## config.mk

```make
export PLATFORM = sky130hd
export DESIGN_NAME = cdb_arbiter_flat
export DESIGN_NICKNAME = d
export VERILOG_FILES = /design/src/rtl/cdb_pkg.sv /design/src/rtl/cdb_arbiter_if.sv /design/src/rtl/cdb_fifo.sv /design/src/rtl/cdb_arbiter.sv /design/src/flat_wrapper.sv
export SDC_FILE = /design/constraint.sdc
export NUM_CORES = 1
export LEC_CHECK = 0
export BUFFER_PORTS_ARGS = -buffer_cell sky130_fd_sc_hd__buf_2
export CAP_MARGIN = 20
export CORE_MARGIN = 8
export CORE_UTILIZATION = 57
export DETAILED_ROUTE_END_ITERATION = 8
export GPL_TIMING_DRIVEN = 0
export HOLD_SLACK_MARGIN = 0.1
export PLACE_DENSITY = 0.9
export SLEW_MARGIN = 20
export SYNTH_ARGS = -nofsm -noshare
export SYNTH_HDL_FRONTEND = slang
export SYNTH_SLANG_ARGS = --single-unit
export TNS_END_PERCENT = 50
```

## constraint.sdc

```tcl
create_clock -name clk -period 4 [get_ports clk]
set_input_delay 0.8 -clock clk [delete_from_list [all_inputs] [get_ports clk]]
set_output_delay 0.8 -clock clk [all_outputs]
set_load 0.1 [all_outputs]
```

## src/rtl/cdb_pkg.sv

```systemverilog
// Shared types and constants for the common data bus arbiter.
package cdb_pkg;

  localparam int unsigned RRF_TAG_W = 5;
  localparam int unsigned DATA_W    = 16;

  // One completed result as broadcast on the CDB (24 bits).
  typedef struct packed {
    logic [RRF_TAG_W-1:0] tag;
    logic [DATA_W-1:0]    data;
    logic                 carry;
    logic                 zero;
    logic                 flag_wr;
  } cdb_payload_t;

  // Round-robin candidate index: k steps above ptr, wrapping modulo n.
  function automatic int unsigned rr_next(int unsigned ptr, int unsigned k, int unsigned n);
    return (ptr + k) % n;
  endfunction

endpackage

```

## src/rtl/cdb_arbiter_if.sv

```systemverilog
// Producer-side result inputs and CDB broadcast outputs of the arbiter.
interface cdb_arbiter_if
  import cdb_pkg::*;
#(
  parameter int unsigned NUM_REQ = 3
) ();

  localparam int unsigned SrcW = $clog2(NUM_REQ);

  logic [NUM_REQ-1:0]                req_valid;
  logic [NUM_REQ-1:0][RRF_TAG_W-1:0] req_tag;
  logic [NUM_REQ-1:0][DATA_W-1:0]    req_data;
  logic [NUM_REQ-1:0]                req_carry;
  logic [NUM_REQ-1:0]                req_zero;
  logic [NUM_REQ-1:0]                req_flag_wr;
  logic [NUM_REQ-1:0]                req_ready;

  logic                 cdb_valid;
  logic [RRF_TAG_W-1:0] cdb_tag;
  logic [DATA_W-1:0]    cdb_data;
  logic                 cdb_carry;
  logic                 cdb_zero;
  logic                 cdb_flag_wr;
  logic [SrcW-1:0]      cdb_src;

  // Execution pipes plus CDB consumers.
  modport master (
    output req_valid, req_tag, req_data, req_carry, req_zero, req_flag_wr,
    input  req_ready,
    input  cdb_valid, cdb_tag, cdb_data, cdb_carry, cdb_zero, cdb_flag_wr, cdb_src
  );

  // The arbiter itself.
  modport slave (
    input  req_valid, req_tag, req_data, req_carry, req_zero, req_flag_wr,
    output req_ready,
    output cdb_valid, cdb_tag, cdb_data, cdb_carry, cdb_zero, cdb_flag_wr, cdb_src
  );

endinterface

```

## src/rtl/cdb_fifo.sv

```systemverilog
// Single-requester result FIFO; no bypass, so a pushed entry is visible next cycle.
module cdb_fifo
  import cdb_pkg::*;
#(
  parameter int unsigned Depth = 2
) (
  input  logic         clk,
  input  logic         rst,
  input  logic         push_i,
  input  logic         pop_i,
  input  logic         flush_i,
  input  cdb_payload_t wdata_i,
  output logic         full_o,
  output logic         empty_o,
  output cdb_payload_t head_o
);

  localparam int unsigned PtrW = $clog2(Depth);
  localparam int unsigned CntW = PtrW + 1;

  cdb_payload_t    mem_q [Depth];
  logic [PtrW-1:0] wr_ptr_q, wr_ptr_d;
  logic [PtrW-1:0] rd_ptr_q, rd_ptr_d;
  logic [CntW-1:0] count_q, count_d;
  logic            do_push, do_pop;

  assign full_o  = (count_q == CntW'(Depth));
  assign empty_o = (count_q == '0);
  assign head_o  = mem_q[rd_ptr_q];

  // Full/empty guards keep the FIFO safe even if the caller does not gate.
  assign do_push = push_i & ~full_o & ~flush_i;
  assign do_pop  = pop_i & ~empty_o & ~flush_i;

  // Next-state pointers and occupancy; Depth is a power of two so pointers wrap naturally.
  always_comb begin
    wr_ptr_d = wr_ptr_q;
    rd_ptr_d = rd_ptr_q;
    count_d  = count_q;
    if (flush_i) begin
      wr_ptr_d = '0;
      rd_ptr_d = '0;
      count_d  = '0;
    end else begin
      if (do_push) wr_ptr_d = wr_ptr_q + PtrW'(1);
      if (do_pop)  rd_ptr_d = rd_ptr_q + PtrW'(1);
      if (do_push && !do_pop)      count_d = count_q + CntW'(1);
      else if (!do_push && do_pop) count_d = count_q - CntW'(1);
    end
  end

  // Pointer and count state.
  always_ff @(posedge clk or posedge rst) begin
    if (rst) begin
      wr_ptr_q <= '0;
      rd_ptr_q <= '0;
      count_q  <= '0;
    end else begin
      wr_ptr_q <= wr_ptr_d;
      rd_ptr_q <= rd_ptr_d;
      count_q  <= count_d;
    end
  end

  // Payload storage; contents are don't-care while the entry is not counted.
  always_ff @(posedge clk) begin
    if (do_push) mem_q[wr_ptr_q] <= wdata_i;
  end

endmodule

```

## src/rtl/cdb_arbiter.sv

```systemverilog
// Round-robin arbitration of per-pipe result FIFOs onto a registered common data bus.
module cdb_arbiter
  import cdb_pkg::*;
#(
  parameter int unsigned NUM_REQ    = 3,
  parameter int unsigned FIFO_DEPTH = 2
) (
  input  logic          clk,
  input  logic          rst,
  input  logic          flush,
  cdb_arbiter_if.slave  bus,
  output logic          overflow
);

  localparam int unsigned SrcW = $clog2(NUM_REQ);

  logic [NUM_REQ-1:0] full, empty, push, pop;
  cdb_payload_t       wdata [NUM_REQ];
  cdb_payload_t       head  [NUM_REQ];

  logic            gnt_found, gnt;
  logic [SrcW-1:0] gnt_idx, cand;

  logic            cdb_valid_q;
  cdb_payload_t    cdb_q;
  logic [SrcW-1:0] cdb_src_q;
  logic [SrcW-1:0] rr_ptr_q;
  logic            overflow_q;

  // Gather per-pipe payloads and gate pushes on room and flush.
  always_comb begin
    for (int unsigned i = 0; i < NUM_REQ; i++) begin
      wdata[i].tag     = bus.req_tag[i];
      wdata[i].data    = bus.req_data[i];
      wdata[i].carry   = bus.req_carry[i];
      wdata[i].zero    = bus.req_zero[i];
      wdata[i].flag_wr = bus.req_flag_wr[i];
      push[i]          = bus.req_valid[i] & ~full[i] & ~flush;
    end
  end

  for (genvar gi = 0; gi < NUM_REQ; gi++) begin : g_fifo
    cdb_fifo #(
      .Depth (FIFO_DEPTH)
    ) u_fifo (
      .clk     (clk),
      .rst     (rst),
      .push_i  (push[gi]),
      .pop_i   (pop[gi]),
      .flush_i (flush),
      .wdata_i (wdata[gi]),
      .full_o  (full[gi]),
      .empty_o (empty[gi]),
      .head_o  (head[gi])
    );
  end

  assign bus.req_ready = ~full;

  // Search upward from rr_ptr+1 for the first non-empty FIFO; flush cancels the grant.
  always_comb begin
    gnt_found = 1'b0;
    gnt_idx   = '0;
    cand      = '0;
    for (int unsigned k = 1; k <= NUM_REQ; k++) begin
      cand = SrcW'(rr_next(32'(rr_ptr_q), k, NUM_REQ));
      if (!gnt_found && !empty[cand]) begin
        gnt_found = 1'b1;
        gnt_idx   = cand;
      end
    end
    gnt = gnt_found & ~flush;
    for (int unsigned i = 0; i < NUM_REQ; i++) begin
      pop[i] = gnt && (gnt_idx == SrcW'(i));
    end
  end

  // CDB output register, round-robin pointer and sticky overflow.
  always_ff @(posedge clk or posedge rst) begin
    if (rst) begin
      cdb_valid_q <= 1'b0;
      cdb_q       <= '0;
      cdb_src_q   <= '0;
      rr_ptr_q    <= SrcW'(NUM_REQ - 1);
      overflow_q  <= 1'b0;
    end else begin
      cdb_valid_q <= gnt;
      if (gnt) begin
        cdb_q     <= head[gnt_idx];
        cdb_src_q <= gnt_idx;
        rr_ptr_q  <= gnt_idx;
      end
      if (|(bus.req_valid & full)) overflow_q <= 1'b1;
    end
  end

  assign bus.cdb_valid   = cdb_valid_q;
  assign bus.cdb_tag     = cdb_q.tag;
  assign bus.cdb_data    = cdb_q.data;
  assign bus.cdb_carry   = cdb_q.carry;
  assign bus.cdb_zero    = cdb_q.zero;
  assign bus.cdb_flag_wr = cdb_q.flag_wr;
  assign bus.cdb_src     = cdb_src_q;
  assign overflow        = overflow_q;

endmodule
```

## src/flat_wrapper.sv

```systemverilog
// flat-port wrapper written by rule: the top's interface ports become plain ports
module cdb_arbiter_flat import cdb_pkg::*;
#(
  parameter int unsigned NUM_REQ    = 3,
  parameter int unsigned FIFO_DEPTH = 2
)
  (clk, rst, flush, overflow, bus_req_valid, bus_req_tag, bus_req_data, bus_req_carry, bus_req_zero, bus_req_flag_wr, bus_req_ready, bus_cdb_valid, bus_cdb_tag, bus_cdb_data, bus_cdb_carry, bus_cdb_zero, bus_cdb_flag_wr, bus_cdb_src);
  cdb_arbiter_if #(.NUM_REQ(NUM_REQ)) bus_i ();
  input  logic clk;
  input  logic rst;
  input  logic flush;
  output logic overflow;
  input wire logic [$bits(bus_i.req_valid)-1:0] bus_req_valid;
  input wire logic [$bits(bus_i.req_tag)-1:0] bus_req_tag;
  input wire logic [$bits(bus_i.req_data)-1:0] bus_req_data;
  input wire logic [$bits(bus_i.req_carry)-1:0] bus_req_carry;
  input wire logic [$bits(bus_i.req_zero)-1:0] bus_req_zero;
  input wire logic [$bits(bus_i.req_flag_wr)-1:0] bus_req_flag_wr;
  output wire logic [$bits(bus_i.req_ready)-1:0] bus_req_ready;
  output wire logic [$bits(bus_i.cdb_valid)-1:0] bus_cdb_valid;
  output wire logic [$bits(bus_i.cdb_tag)-1:0] bus_cdb_tag;
  output wire logic [$bits(bus_i.cdb_data)-1:0] bus_cdb_data;
  output wire logic [$bits(bus_i.cdb_carry)-1:0] bus_cdb_carry;
  output wire logic [$bits(bus_i.cdb_zero)-1:0] bus_cdb_zero;
  output wire logic [$bits(bus_i.cdb_flag_wr)-1:0] bus_cdb_flag_wr;
  output wire logic [$bits(bus_i.cdb_src)-1:0] bus_cdb_src;
  assign bus_i.req_valid = bus_req_valid;
  assign bus_i.req_tag = bus_req_tag;
  assign bus_i.req_data = bus_req_data;
  assign bus_i.req_carry = bus_req_carry;
  assign bus_i.req_zero = bus_req_zero;
  assign bus_i.req_flag_wr = bus_req_flag_wr;
  assign bus_req_ready = bus_i.req_ready;
  assign bus_cdb_valid = bus_i.cdb_valid;
  assign bus_cdb_tag = bus_i.cdb_tag;
  assign bus_cdb_data = bus_i.cdb_data;
  assign bus_cdb_carry = bus_i.cdb_carry;
  assign bus_cdb_zero = bus_i.cdb_zero;
  assign bus_cdb_flag_wr = bus_i.cdb_flag_wr;
  assign bus_cdb_src = bus_i.cdb_src;
  cdb_arbiter #(.NUM_REQ(NUM_REQ), .FIFO_DEPTH(FIFO_DEPTH)) u_core (.clk(clk), .rst(rst), .flush(flush), .bus(bus_i), .overflow(overflow));
endmodule
```

After elaboration in Yosys (flattened, before gate mapping)

Memory sizes are Yosys's and may differ from the RTL's.
Cells that the tools add are included.

Bitwise operators: 29
Equal/unequal tests: 5
Add/subtract/negate cells: 15
Reduce and logical (&&, ||, !) cells: 34
Muxes and demuxes: 42
Shift operators: 0
Multiply operators: 0
Div/mod/pow operators: 3
$lt $le $gt $ge: 4

Operators with widths:

| cell                    | count |
|---|---|
| $mod A32 B2 Y32 const B | 3 |
| $bmux W24 S2            | 1 |
| $mux W24                | 2 |
| $mux W1                 | 24 |
| $mux W2                 | 12 |
| $and A1 B1 Y1           | 19 |
| $reduce_bool A2 Y1      | 6 |
| $logic_and A1 B1 Y1     | 11 |
| $logic_not A1 Y1        | 9 |
| $lt A2 B3 Y1 const B    | 3 |
| $reduce_bool A3 Y1      | 3 |
| $eq A2 B2 Y1 const B    | 4 |
| $logic_not A2 Y1        | 4 |
| $not A1 Y1              | 7 |
| $add A1 B1 Y1 const B   | 6 |
| $add A2 B1 Y2 const B   | 3 |
| $add A2 B2 Y3 const B   | 2 |
| $bmux W1 S2             | 3 |
| $sub A2 B1 Y2 const B   | 3 |
| $add A2 B1 Y3 const B   | 1 |
| $and A3 B3 Y3           | 1 |
| $ge A3 B3 Y1 const B    | 1 |
| $not A2 Y3              | 1 |
| $not A3 Y3              | 1 |
| other kinds (2)         | 2 |

Output and inout bits: 31
ROM bits: 0
Memories kept: 3
Bits in registers: 42
Logic and storage cells: 153
Bits in writable memories: 144
Latch bits: 0

Memory list:

| memory                        | depth | bits a word | rd ports | clocked after Yosys merged registers in | write ports | line           | RTL |
|---|---|---|---|---|---|---|---|
| u_core.g_fifo[0].u_fifo.mem_q | 2     | 24          | 1        | 0                                       | 1           | cdb_fifo.sv:21 | `cdb_payload_t mem_q [Depth];` |
| u_core.g_fifo[1].u_fifo.mem_q | 2     | 24          | 1        | 0                                       | 1           | cdb_fifo.sv:21 |  |
| u_core.g_fifo[2].u_fifo.mem_q | 2     | 24          | 1        | 0                                       | 1           | cdb_fifo.sv:21 |  |

Longest topological paths before layout

Gate-level depths: netlist of the first run.

Word-level depth: 18
Mapped depth: 11

Modules after synthesis

Synthesis of the first run repeated with hierarchy kept, for this count alone.

Cell total of the unflattened synthesis: 499
Area total of the unflattened synthesis: 7833.8 um^2

By module, submodules not included:

| module      | cells an instance | instances | seq. area each (um^2) | area each (um^2) |
|---|---|---|---|---|
| cdb_fifo    | 102               | 3         | 1541.5                | 1963.1 |
| cdb_arbiter | 193               | 1         | 726.9                 | 1944.4 |

Least setup slack after synthesis of the first run

No wires, ideal clock.

Kind: reg-to-reg
Start point: register u_core.g_fifo[1].u_fifo.count_q[0]
End point: memory u_core.g_fifo[1].u_fifo.mem_q[1][0] (netlist name), enable pin
Arrival time: 3461 ps
Setup slack: 98 ps
Cell stages (with the launch flop): 5
Library setup time: 440 ps
Clock period less this slack: 3902 ps
Cell sequence: dfrtp_1 buf_2 nand2b_1 nand2_1 nor3b_1

Longest elaborated chain between the ends: 8

Ends and longest elaborated chain:

| item                            | line                              | RTL |
|---|---|---|
| start, declared                 | cdb_fifo.sv:24                    | `logic [CntW-1:0] count_q, count_d;` |
| start signal, assigned          | cdb_fifo.sv:61                    | `count_q <= count_d;` |
| $eq A2 B2 Y1 *                  | cdb_fifo.sv:27                    | `assign full_o = (count_q == CntW'(Depth));` |
| $not A1 Y1 *                    | cdb_fifo.sv:32, cdb_arbiter.sv:38 |  |
| $and A1 B1 Y1 (2 in series)     | cdb_arbiter.sv:38                 | `push[i] = bus.req_valid[i] & ~full[i] & ~flush;` |
| $and A1 B1 Y1 * (2 in series)   | cdb_fifo.sv:32                    | `assign do_push = push_i & ~full_o & ~flush_i;` |
| $mux W1 *                       | cdb_fifo.sv:67                    | `if (do_push) mem_q[wr_ptr_q] <= wdata_i;` |
| $mux W1 (not written as such) * | cdb_fifo.sv:67                    |  |
| end, declared                   | cdb_fifo.sv:21                    |  |

Every way passes the cells marked *; elsewhere a longest branch is shown, timed or not.

Final worst setup path of the first run

Start point: register u_core.rr_ptr_q[1]
End point: register u_core.cdb_q (netlist bit u_core.bus.cdb_data[8])

RTL lines:

| item                          | line              | RTL |
|---|---|---|
| start, declared               | cdb_arbiter.sv:27 | `logic [SrcW-1:0] rr_ptr_q;` |
| start signal, assigned        | cdb_arbiter.sv:84 | `rr_ptr_q <= SrcW'(NUM_REQ - 1);` |
| start signal, assigned        | cdb_arbiter.sv:91 | `rr_ptr_q <= gnt_idx;` |
| $add A2 B2 Y3                 | cdb_pkg.sv:18     | `return (ptr + k) % n;` |
| $mod A32 B2 Y32               | cdb_pkg.sv:18     |  |
| $bmux W1 S2                   | cdb_arbiter.sv:67 | `if (!gnt_found && !empty[cand]) begin` |
| $mux W1 (not written as such) | cdb_arbiter.sv:67 |  |
| $logic_not A1 Y1              | cdb_arbiter.sv:67 |  |
| $logic_and A1 B1 Y1           | cdb_arbiter.sv:67 |  |
| $mux W1                       | cdb_arbiter.sv:67 |  |
| $logic_not A1 Y1              | cdb_arbiter.sv:67 |  |
| $logic_and A1 B1 Y1           | cdb_arbiter.sv:67 |  |
| $mux W1 *                     | cdb_arbiter.sv:67 |  |
| $and A1 B1 Y1 *               | cdb_arbiter.sv:72 | `gnt = gnt_found & ~flush;` |
| via u_core.gnt                | cdb_arbiter.sv:21 | `logic gnt_found, gnt;` |
| end signal, assigned          | cdb_arbiter.sv:89 | `cdb_q <= head[gnt_idx];` |
| end, declared                 | cdb_arbiter.sv:25 | `cdb_payload_t cdb_q;` |

Mark *: on every way through the listed nets, which the timed path passes. The rest lies on a longest branch. The select of a mux whose other input is x is not followed.
A chain may end at the register's enable or synchronous reset.

==> out/qor.txt, run 1 <==
CTS tree: yes
relative slew slack: 43.91%
Worst-Margin Slew: 0.8414 ns
largest net degree at the start of global routing: 31
Async S/R FF share, synth: 22.16%
total number of vias: 4760
WL/cell: 21.77 um
NumNets Final: 707
clock network power share: 18.3%
CTS resizes: 0
RSZ-0062 raised after global routing: no
Int Pwr: 0.004575 W
Cells after Synth: 483
combinational share of power: 50.6%
number of synthesis warnings: 0
first-pass GRT wire length: 27.50 mm
Synth Flop Type: edfxtp_1
commonest non-fill, non-tap cell in the layout: edfxtp_1
Reg power frac: 31.2%
Die Width: 131.9 um
TritonCTS Buffers: 17
pre-CTS WS: 1.019 ns
critical path class: reg -> reg
setup total negative slack: 0 ns
vias in the first global route: 4999
Routed WL: 17.74 mm
flop2flop setup slack: 0.96 ns
Worst Path Required: 4.31 ns
CP Data Arrival Time: 3.35 ns
# rows: 42
Switch Pwr: 0.003663 W
Final WS setup: 0.9596 ns
drt initial violations: 379
DR pass1 iterations: 6
synthesis-to-layout area growth: 19.35%
clock sink count: 185
Total Power: 0.008238 W
Post CTS Setup Buffer Count: 0
Avg Inst Size Synth: 15.84 um2
number of H-tree levels: 4
Seq/Total Area, Yosys: 69.95%
minimum clock period: 3.040 ns
Chip Height: 131.9 um
most frequent cells in the layout: edfxtp_1 (144), buf_2 (116), mux2i_1 (98)
setup violators final: 0
Worst VDD drop: 0.001130 V
Startpoint Class: flop
Power per Cell Area: 902.3 nW/um2
Synth cell types: 57
Max Slew Vio Count: 0
post-route ant nets: 0
total gr overflow: 0
maxcap violations: 0
Hold Vio Cnt, Final: 0
maximum clock rate: 328.9 MHz
all-layer global routing usage: 20.67%
later-pin clock latency in the skew report: 0.43 ns
LEAKAGE: 3.441 nW
DRC: 0
Max Clock Skew: 0.01042 ns
Mapped Area: 7650 um2
Initial Utilization: 58.00%
#FFs+latches synth: 185
core area: 13190 um2
clk root buf: clkbuf_16
clock tree buffer depth: 2
RePlAce Congestion: 0.8796
I/O pin count: 109
syn_nets: 564
die area: 17380 um2
top fanout value on the critical path: 10
CP endpoint kind: flop
diodes inserted: 0
initial antenna violation count: 0
Net Sw Frac: 44.47%
outcome: finished, final reports clean
via-per-instance ratio: 5.840
hold_buf cts: 0
DP HPWL: 13.26 mm
worst hold path class: in -> async
EDFF count, synth: 144
share of post-route cells with drive strength above 1: 29.58%
IO buf count: 107
Tcrit/Tclk final: 76.01%
Reg clk slew, reported paths: 0.06 ns
==> area by class of cell <==
cell class              count  area [um2]
clock buffers              29       510.5
plain buffers              30       161.4
fillers                   858        4060
repair buffers            124       701.9
flip-flops and latches    185        5351
well taps                 176       220.2
inverters                   8       30.03
clock inverters             3       17.52
multi-input cells         260        2137
==> cells by family after synthesis <==
logic type	synth area share (%)
fa+ha+maj	0.4907
buf+inv	2.502
mux	12.82
simple gates	6.068
flops	69.95
compound gates	7.589
xor+xnor	0.5724
==> synthesized netlist by cell type (3+ instances only) <==
master      n  area share [%]
xor2_1      4            0.46
nand2b_1    5            0.41
buf_4       4            0.39
nor3_1     10            0.65
inv_1       6            0.29
nor2_1     37             1.8
dfrtp_1    40              13
or3_1       3            0.25
o31ai_1     3            0.29
o21ai_0     5            0.33
a21oi_1     7            0.46
nor3b_1     4            0.39
ha_1        3            0.49
buf_2       9            0.59
nand3_1     5            0.33
nand2_1    10            0.49
edfxtp_1  144              57
clkbuf_1   13            0.64
mux2i_1    98              13
buf_6       3            0.44
a221o_1    25             3.3
==> power by group through the flow <==
stage	combinational, W	clock, W	sequential, W
4_1_cts	0.00418	0.00151	0.00256
6_report	0.00417	0.00151	0.00257
3_5_place_dp	0.00416	0	0.00260
2_1_floorplan	0.00227	0	0.00348
3_3_place_gp	0.00403	0	0.00260
5_1_grt	0.00440	0.00158	0.00259
==> through the flow <==
stage                     hold WS [ns]  utilization [%]  cell area [um2]  std cells
after floorplan                 0.4768                -             7650        483
after global placement          0.4726            63.73             8406        766
after detailed placement        0.4849            65.22             8602        783
after CTS                       0.3246            69.22             9130        815
after global routing            0.3512            69.22             9130        815
final                           0.3209            69.22             9130        815
==> per-layer routing <==
layer  share of wire (%)  track usage [%]
met1                  40            24.48
met3                 6.9            5.983
met5                   0                0
met2                  51            34.80
met4                 2.6            8.360
==> sequential cells by signal, indices dropped and copies added (netlist names) <==
signal,count
u_core.bus.cdb_zero,1
u_core.g_fifo.u_fifo.count_q,6
u_core.bus.cdb_tag,5
u_core.overflow,1
u_core.g_fifo.u_fifo.wr_ptr_q,3
u_core.bus.cdb_data,16
u_core.g_fifo.u_fifo.mem_q,144
u_core.bus.cdb_carry,1
u_core.bus.cdb_src,1
u_core.g_fifo.u_fifo.rd_ptr_q,3
u_core.rr_ptr_q,2
u_core.bus.cdb_flag_wr,1
u_core.bus.cdb_valid,1
==> final timing paths <==
check | start | endpoint | cells past startpoint
max in group asynchronous | rst | u_core.rr_ptr_q[1]$_DFFE_PP1N_ | 3
min in group clk | u_core.bus.cdb_src[1]$_DFFE_PP0N_ | u_core.bus.cdb_src[1]$_DFFE_PP0N_ | 1
worst max-delay path | u_core.rr_ptr_q[1]$_DFFE_PP1N_ | u_core.bus.cdb_data[8]$_DFFE_PP0N_ | 11
worst max register to register | u_core.rr_ptr_q[1]$_DFFE_PP1N_ | u_core.bus.cdb_data[8]$_DFFE_PP0N_ | 11
worst min register to register | u_core.bus.cdb_src[1]$_DFFE_PP0N_ | u_core.bus.cdb_src[1]$_DFFE_PP0N_ | 1
worst min-delay path | rst | u_core.g_fifo[1].u_fifo.wr_ptr_q$_DFFE_PP0P_ | 2
==> critical path, stage by stage (launching register included) <==
cell and delay, ns:
dfstp_2 0.55, inv_1 0.06, ha_1 0.20, buf_2 0.19
o31ai_1 0.33, o31ai_1 0.19, o31ai_4 0.50, inv_2 0.15
o211ai_4 0.20, buf_6 0.20, nor2_1 0.07, a221o_1 0.27
No activity file was read; power rests on OpenSTA's default activity.
==> inputs of run 2 (changes only) <==
--- a/config.mk
+++ b/config.mk
@@ -5,14 +5,15 @@
 export SDC_FILE = /design/constraint.sdc
 export NUM_CORES = 1
 export LEC_CHECK = 0
+export ABC_AREA = 1
 export BUFFER_PORTS_ARGS = -buffer_cell sky130_fd_sc_hd__buf_2
 export CAP_MARGIN = 20
 export CORE_MARGIN = 8
-export CORE_UTILIZATION = 57
+export CORE_UTILIZATION = 51
 export DETAILED_ROUTE_END_ITERATION = 8
 export GPL_TIMING_DRIVEN = 0
 export HOLD_SLACK_MARGIN = 0.1
-export PLACE_DENSITY = 0.9
+export PLACE_DENSITY = 0.86
 export SLEW_MARGIN = 20
 export SYNTH_ARGS = -nofsm -noshare
 export SYNTH_HDL_FRONTEND = slang
==> constraint.sdc (replaced) <==
create_clock -name clk -period 2.72 [get_ports clk]
set_input_delay 0.544 -clock clk [delete_from_list [all_inputs] [get_ports clk]]
set_output_delay 0.544 -clock clk [all_outputs]
set_load 0.1 [all_outputs]
==> out/qor.txt, run 2 <==
TritonCTS Buffers: 17
Hold Vio Cnt, Final: 0
all-layer global routing usage: 18.70%
RSZ-0062 raised after global routing: no
area leader, netlist: edfxtp_1
die area: 19310 um2
Max Slew Vio Count: 0
Die Width: 138.9 um
design area: 9133 um2
max incr delay on CP: 0.42 ns
cell family with most CP delay: simple AND/OR/NAND/NOR gates
NumNets Final: 899
Seq/Total Area, Yosys: 69.42%
maximum clock rate: 391.7 MHz
DRC: 0
syn_nets: 770
number of synthesis warnings: 0
Worst Hold Path Cells: 1
Worst Reg-to-Reg Cells: 14
setup violators final: 0
Reg clk slew, reported paths: 0.06 ns
share of post-route cells with drive strength above 1: 24.19%
clk root buf: clkbuf_16
most frequent cells in the layout: edfxtp_1 (144), nor2_1 (128), nand2_1 (125)
Yosys top cell area share: 56.09%
Async S/R FF share, synth: 22.16%
initial antenna violation count: 1
Avg Inst Size Synth: 11.19 um2
vias in the first global route: 5557
Hold Path Origin: bus_req_carry[1]
critical path class: reg -> reg
number of H-tree levels: 4
EDFF count, synth: 144
total number of vias: 5558
I/O pin count: 109
via-per-instance ratio: 5.449
Reg with most FFs: u_core.g_fifo.u_fifo.mem_q
Tcrit/Tclk final: 93.87%
flop2flop setup slack: 0.17 ns
post-route ant nets: 0
Chip Height: 138.9 um
synthesis-to-layout area growth: 18.47%
area post-placement: 8549 um2
Mapped Area: 7709 um2
clock sink count: 185
first-pass GRT wire length: 27.89 mm
largest net degree at the start of global routing: 31
RePlAce Congestion: 0.8821
outcome: finished, final reports clean
maxcap violations: 0
Worst-Margin Slew: 0.7376 ns
#FFs+latches synth: 185
later-pin clock latency in the skew report: 0.44 ns
CP endpoint kind: flop
Post CTS Setup Buffer Count: 0
CP Data Arrival Time: 2.87 ns
DP HPWL: 12.72 mm
Endpoint, Worst Hold: u_core.g_fifo[1].u_fifo.mem_q[0][2]$_DFFE_PP_
Cells after Synth: 689
Initial Utilization: 51.47%
WL/cell: 17.48 um
worst r2r src: u_core.rr_ptr_q[0]$_DFFE_PP0N_
Worst Path Required: 3.04 ns
top cells by instance count after synthesis: edfxtp_1 (144), nor2_1 (134), nand2_1 (125)
total gr overflow: 0
Max Clock Skew: 0.008072 ns
top-count cell post-synth: edfxtp_1
drt initial violations: 461
core area: 14980 um2
largest cells by area after synthesis: edfxtp_1 (56%), dfrtp_1 (13%), nor2_1 (6.5%)
Synth cell types: 29
relative slew slack: 50.71%
critical-path cell list: inv_1 > ha_1 > inv_1 > nand2_1 > nand2_1 > nand2_2 > nand2_4 > nand3_1 > nand3_2 > nand2_2 > clkbuf_1 > o21ai_0 > nand3_1 > a21oi_1
CTS tree: yes
commonest non-fill, non-tap cell in the layout: edfxtp_1
Synth Flop Type: edfxtp_1
DR pass1 iterations: 5
slowest stage cell, crit path: dfrtp_1
top fanout value on the critical path: 10
IO buf count: 108
crit path buf inv count: 3
minimum clock period: 2.553 ns
max reg flops: 144
Routed WL: 17.83 mm
# rows: 45
Reg2Reg Capture Point: u_core.bus.cdb_data[8]$_DFFE_PP0N_
Startpoint Class: flop
worst hold path class: in -> reg
clock tree buffer depth: 2
## run 2: cell count changes after synthesis, moves of 5 or more
cell,previous run,this run
o21ai_1,0,9
mux2i_1,98,1
nand4_1,2,9
clkbuf_1,13,18
nand3_1,5,46
nor2_1,37,134
nor3_1,10,0
nand2b_1,5,0
a21oi_1,7,31
a221o_1,25,0
nand2_1,10,125
inv_1,6,18
o21ai_0,5,50
a21oi_2,1,20
## run 2: what timing repair did
item,4_1_cts,5_1_grt
endpoints found under the hold margin,11,0
gates resized for setup,0,0
hold buffers,1,0
## run 2: cell type report
cell class	instances	area, um2
Fill cell	1186	5844
Inverter	27	101.3
Timing Repair Buffer	110	570.5
Clock inverter	13	127.6
Clock buffer	19	442.9
Sequential cell	185	5351
Buffer	32	170.2
Antenna cell	1	2.502
Tap cell	188	235.2
Multi-Input combinational cell	445	2131
## run 2: logic make-up after synthesis
| group | after synthesis | synth area share, % |
|---|---|---|
| simple gates | 331 | 18.32 |
| compound gates | 110 | 8.116 |
| flops | 185 | 69.42 |
| mux | 1 | 0.1299 |
| fa+ha+maj | 3 | 0.4870 |
| buf+inv | 59 | 3.522 |
## run 2: how the worst max path moves through the flow
| stage | depth (start not counted) | slack, ns | to | start |
|---|---|---|---|---|
| after CTS | 14 | 0.23 | u_core.bus.cdb_data[8]$_DFFE_PP0N_ | u_core.rr_ptr_q[0]$_DFFE_PP0N_ |
| after floorplan | 4 | -0.14 | u_core.g_fifo[2].u_fifo.mem_q[1][0]$_DFFE_PP_ | u_core.g_fifo[2].u_fifo.count_q[0]$_DFFE_PP0P_ |
| after global placement | 5 | -0.64 | u_core.g_fifo[1].u_fifo.mem_q[1][17]$_DFFE_PP_ | flush |
| after detailed placement | 5 | 0.24 | u_core.g_fifo[2].u_fifo.mem_q[1][15]$_DFFE_PP_ | flush |
| final | 14 | 0.17 | u_core.bus.cdb_data[8]$_DFFE_PP0N_ | u_core.rr_ptr_q[0]$_DFFE_PP0N_ |
| after global routing | 14 | 0.002 | u_core.bus.cdb_flag_wr$_DFFE_PP0N_ | u_core.rr_ptr_q[0]$_DFFE_PP0N_ |
## run 2: routing by layer
layer | wire [um] | global-route usage [%] | up-vias
li1 | - | - | 2629
met1 | 7297 | 21.44 | 2687
met2 | 9174 | 33.07 | 207
met3 | 925 | 4.509 | 35
met4 | 432 | 7.510 | 0
met5 | 0 | 0 | -
## run 2: stage by stage
stage	hold WS, ns	std cells	setup TNS [ns]	util, %	worst slack [ns]
6_report	0.2934	1020	0	60.98	0.1667
5_1_grt	0.2779	1020	0	60.98	0.001681
3_5_place_dp	0.4735	986	0	57.08	0.2369
2_1_floorplan	0.4967	689	-7.485	-	-0.1442
4_1_cts	0.2804	1019	0	60.96	0.2284
3_3_place_gp	0.4623	985	-44.87	56.70	-0.6401
Power of run 2 is not shown: default switching activity piles up to over one toggle a cycle in this logic, so the estimate is an artifact.
==> inputs of run 3 (changes only) <==
--- a/config.mk
+++ b/config.mk
@@ -9,11 +9,11 @@
 export BUFFER_PORTS_ARGS = -buffer_cell sky130_fd_sc_hd__buf_2
 export CAP_MARGIN = 20
 export CORE_MARGIN = 8
-export CORE_UTILIZATION = 51
+export CORE_UTILIZATION = 57
 export DETAILED_ROUTE_END_ITERATION = 8
 export GPL_TIMING_DRIVEN = 0
 export HOLD_SLACK_MARGIN = 0.1
-export PLACE_DENSITY = 0.86
+export PLACE_DENSITY = 0.9
 export SLEW_MARGIN = 20
 export SYNTH_ARGS = -nofsm -noshare
 export SYNTH_HDL_FRONTEND = slang
==> constraint.sdc (replaced) <==
create_clock -name clk -period 2.67 [get_ports clk]
set_input_delay 0.534 -clock clk [delete_from_list [all_inputs] [get_ports clk]]
set_output_delay 0.534 -clock clk [all_outputs]
set_load 0.1 [all_outputs]
==> out/qor.txt, run 3 (synthesized netlist as in run 2, its figures left out) <==
Worst Path Required: 3.03 ns
Startpoint Class: flop
RePlAce Congestion: 0.8709
critical-path cell list: inv_1 > ha_1 > inv_1 > nand2_1 > nand2_1 > nand2_2 > nand2_4 > nand2_1 > nand2_1 > nand2_2 > nand2_2 > buf_6 > buf_2 > nand3_1 > a21oi_1
Reg clk slew, reported paths: 0.07 ns
Most common cell on crit path: nand2_1
# rows: 42
total gr overflow: 0
flop2flop setup slack: 0.20 ns
minimum clock period: 2.473 ns
commonest non-fill, non-tap cell in the layout: edfxtp_1
DR pass1 iterations: 5
setup violators final: 0
die area: 17500 um2
Post CTS Setup Buffer Count: 0
cell family with most CP delay: simple AND/OR/NAND/NOR gates
clk root buf: clkbuf_16
NumNets Final: 899
WL/cell: 17.69 um
all-layer global routing usage: 20.45%
Hold Vio Cnt, Final: 0
placed cell count: 974
TritonCTS Buffers: 17
outcome: finished, final reports clean
most frequent cells in the layout: edfxtp_1 (144), nor2_1 (128), nand2_1 (124)
clock sink count: 185
RSZ-0062 raised after global routing: no
maximum clock rate: 404.4 MHz
slowest stage cell, crit path: dfrtp_2
Initial Utilization: 58.21%
I/O pin count: 109
Routed WL: 17.84 mm
critical path class: reg -> reg
top fanout value on the critical path: 10
IO buf count: 108
post-route ant nets: 0
Reg with most FFs: u_core.g_fifo.u_fifo.mem_q
max reg flops: 144
total number of vias: 5562
largest net degree at the start of global routing: 25
worst hold path class: in -> reg
Die Width: 132.3 um
DRC: 0
Max Clock Skew: 0.008476 ns
Finished Layout Cells: 1008
share of post-route cells with drive strength above 1: 24.79%
Chip Height: 132.3 um
drt initial violations: 462
DP HPWL: 12.80 mm
later-pin clock latency in the skew report: 0.43 ns
Max Slew Vio Count: 0
max incr delay on CP: 0.41 ns
Tcrit/Tclk final: 92.62%
crit path buf inv count: 4
number of H-tree levels: 4
core area: 13240 um2
relative slew slack: 51.06%
CP Data Arrival Time: 2.83 ns
Worst-Margin Slew: 0.7324 ns
CP endpoint kind: flop
via-per-instance ratio: 5.518
synthesis-to-layout area growth: 18.49%
first-pass GRT wire length: 27.86 mm
maxcap violations: 0
initial antenna violation count: 1
CTS tree: yes
utilization after layout: 68.97%
vias in the first global route: 5656
clock tree buffer depth: 2
## run 3: changes by cell type in the layout (fill, tap and decap cells not counted), sizes merged
cell	delta
buf	-1
bufinv	-1
clkinvlp	+4
clkbuf	+1
clkinv	-5
inv	+2
## run 3: path summary, 6_finish.rpt
check | from | depth (start not counted) | endpoint
min | bus_req_tag[1] | 1 | u_core.g_fifo[0].u_fifo.mem_q[0][20]$_DFFE_PP_
min in group asynchronous | rst | 3 | u_core.g_fifo[1].u_fifo.count_q[0]$_DFFE_PP0P_
max reg2reg | u_core.rr_ptr_q[0]$_DFFE_PP0N_ | 15 | u_core.bus.cdb_tag[4]$_DFFE_PP0N_
min reg2reg | u_core.overflow$_DFFE_PP0P_ | 2 | u_core.overflow$_DFFE_PP0P_
max in group asynchronous | rst | 4 | u_core.rr_ptr_q[1]$_DFFE_PP1N_
max | u_core.rr_ptr_q[0]$_DFFE_PP0N_ | 15 | u_core.bus.cdb_tag[4]$_DFFE_PP0N_
## run 3: area by class of cell
type,count,area (um2)
sequential,185,5353
clock inverter,13,118.9
buffer,32,173.9
fill,984,4109
antenna,1,2.502
timing repair buffer,110,578.1
tap,176,220.2
clock buffer,19,452.9
multi-input combinational,445,2133
inverter,27,101.3
## run 3: timing repair
item,in CTS,in global routing
endpoints found under the hold margin,17,0
resized for setup,0,4
hold buffers,1,0
endpoints found under the setup margin,0,9
## run 3: through the flow
step	setup TNS [ns]	hold WS [ns]	area (um2)	worst slack, ns
after floorplan	-6.423	0.4967	7719	-0.1538
after global placement	-46.32	0.4702	8479	-0.6686
after detailed placement	0	0.4877	8544	0.1992
after CTS	0	0.2669	9126	0.1560
after global routing	0	0.2688	9134	0.03771
final	0	0.2839	9134	0.1972
## run 3: routing by layer
| layer | up-vias | wire length (um) | global-route usage, % |
|---|---|---|---|
| met5 | - | 0 | 0 |
| met4 | 0 | 552 | 10.41 |
| met3 | 41 | 934 | 5.221 |
| met2 | 204 | 9006 | 34.51 |
| met1 | 2687 | 7341 | 23.75 |
| li1 | 2630 | - | - |
## run 3: worst register-to-register path, stage by stage, from the launching register on
cell and delay, ns:
dfrtp_2 0.41, inv_1 0.08, ha_1 0.34, inv_1 0.10
nand2_1 0.06, nand2_1 0.08, nand2_2 0.10, nand2_4 0.12
nand2_1 0.07, nand2_1 0.07, nand2_2 0.05, nand2_2 0.10
buf_6 0.16, buf_2 0.26, nand3_1 0.19, a21oi_1 0.19
Power of run 3 is left out for the same reason.
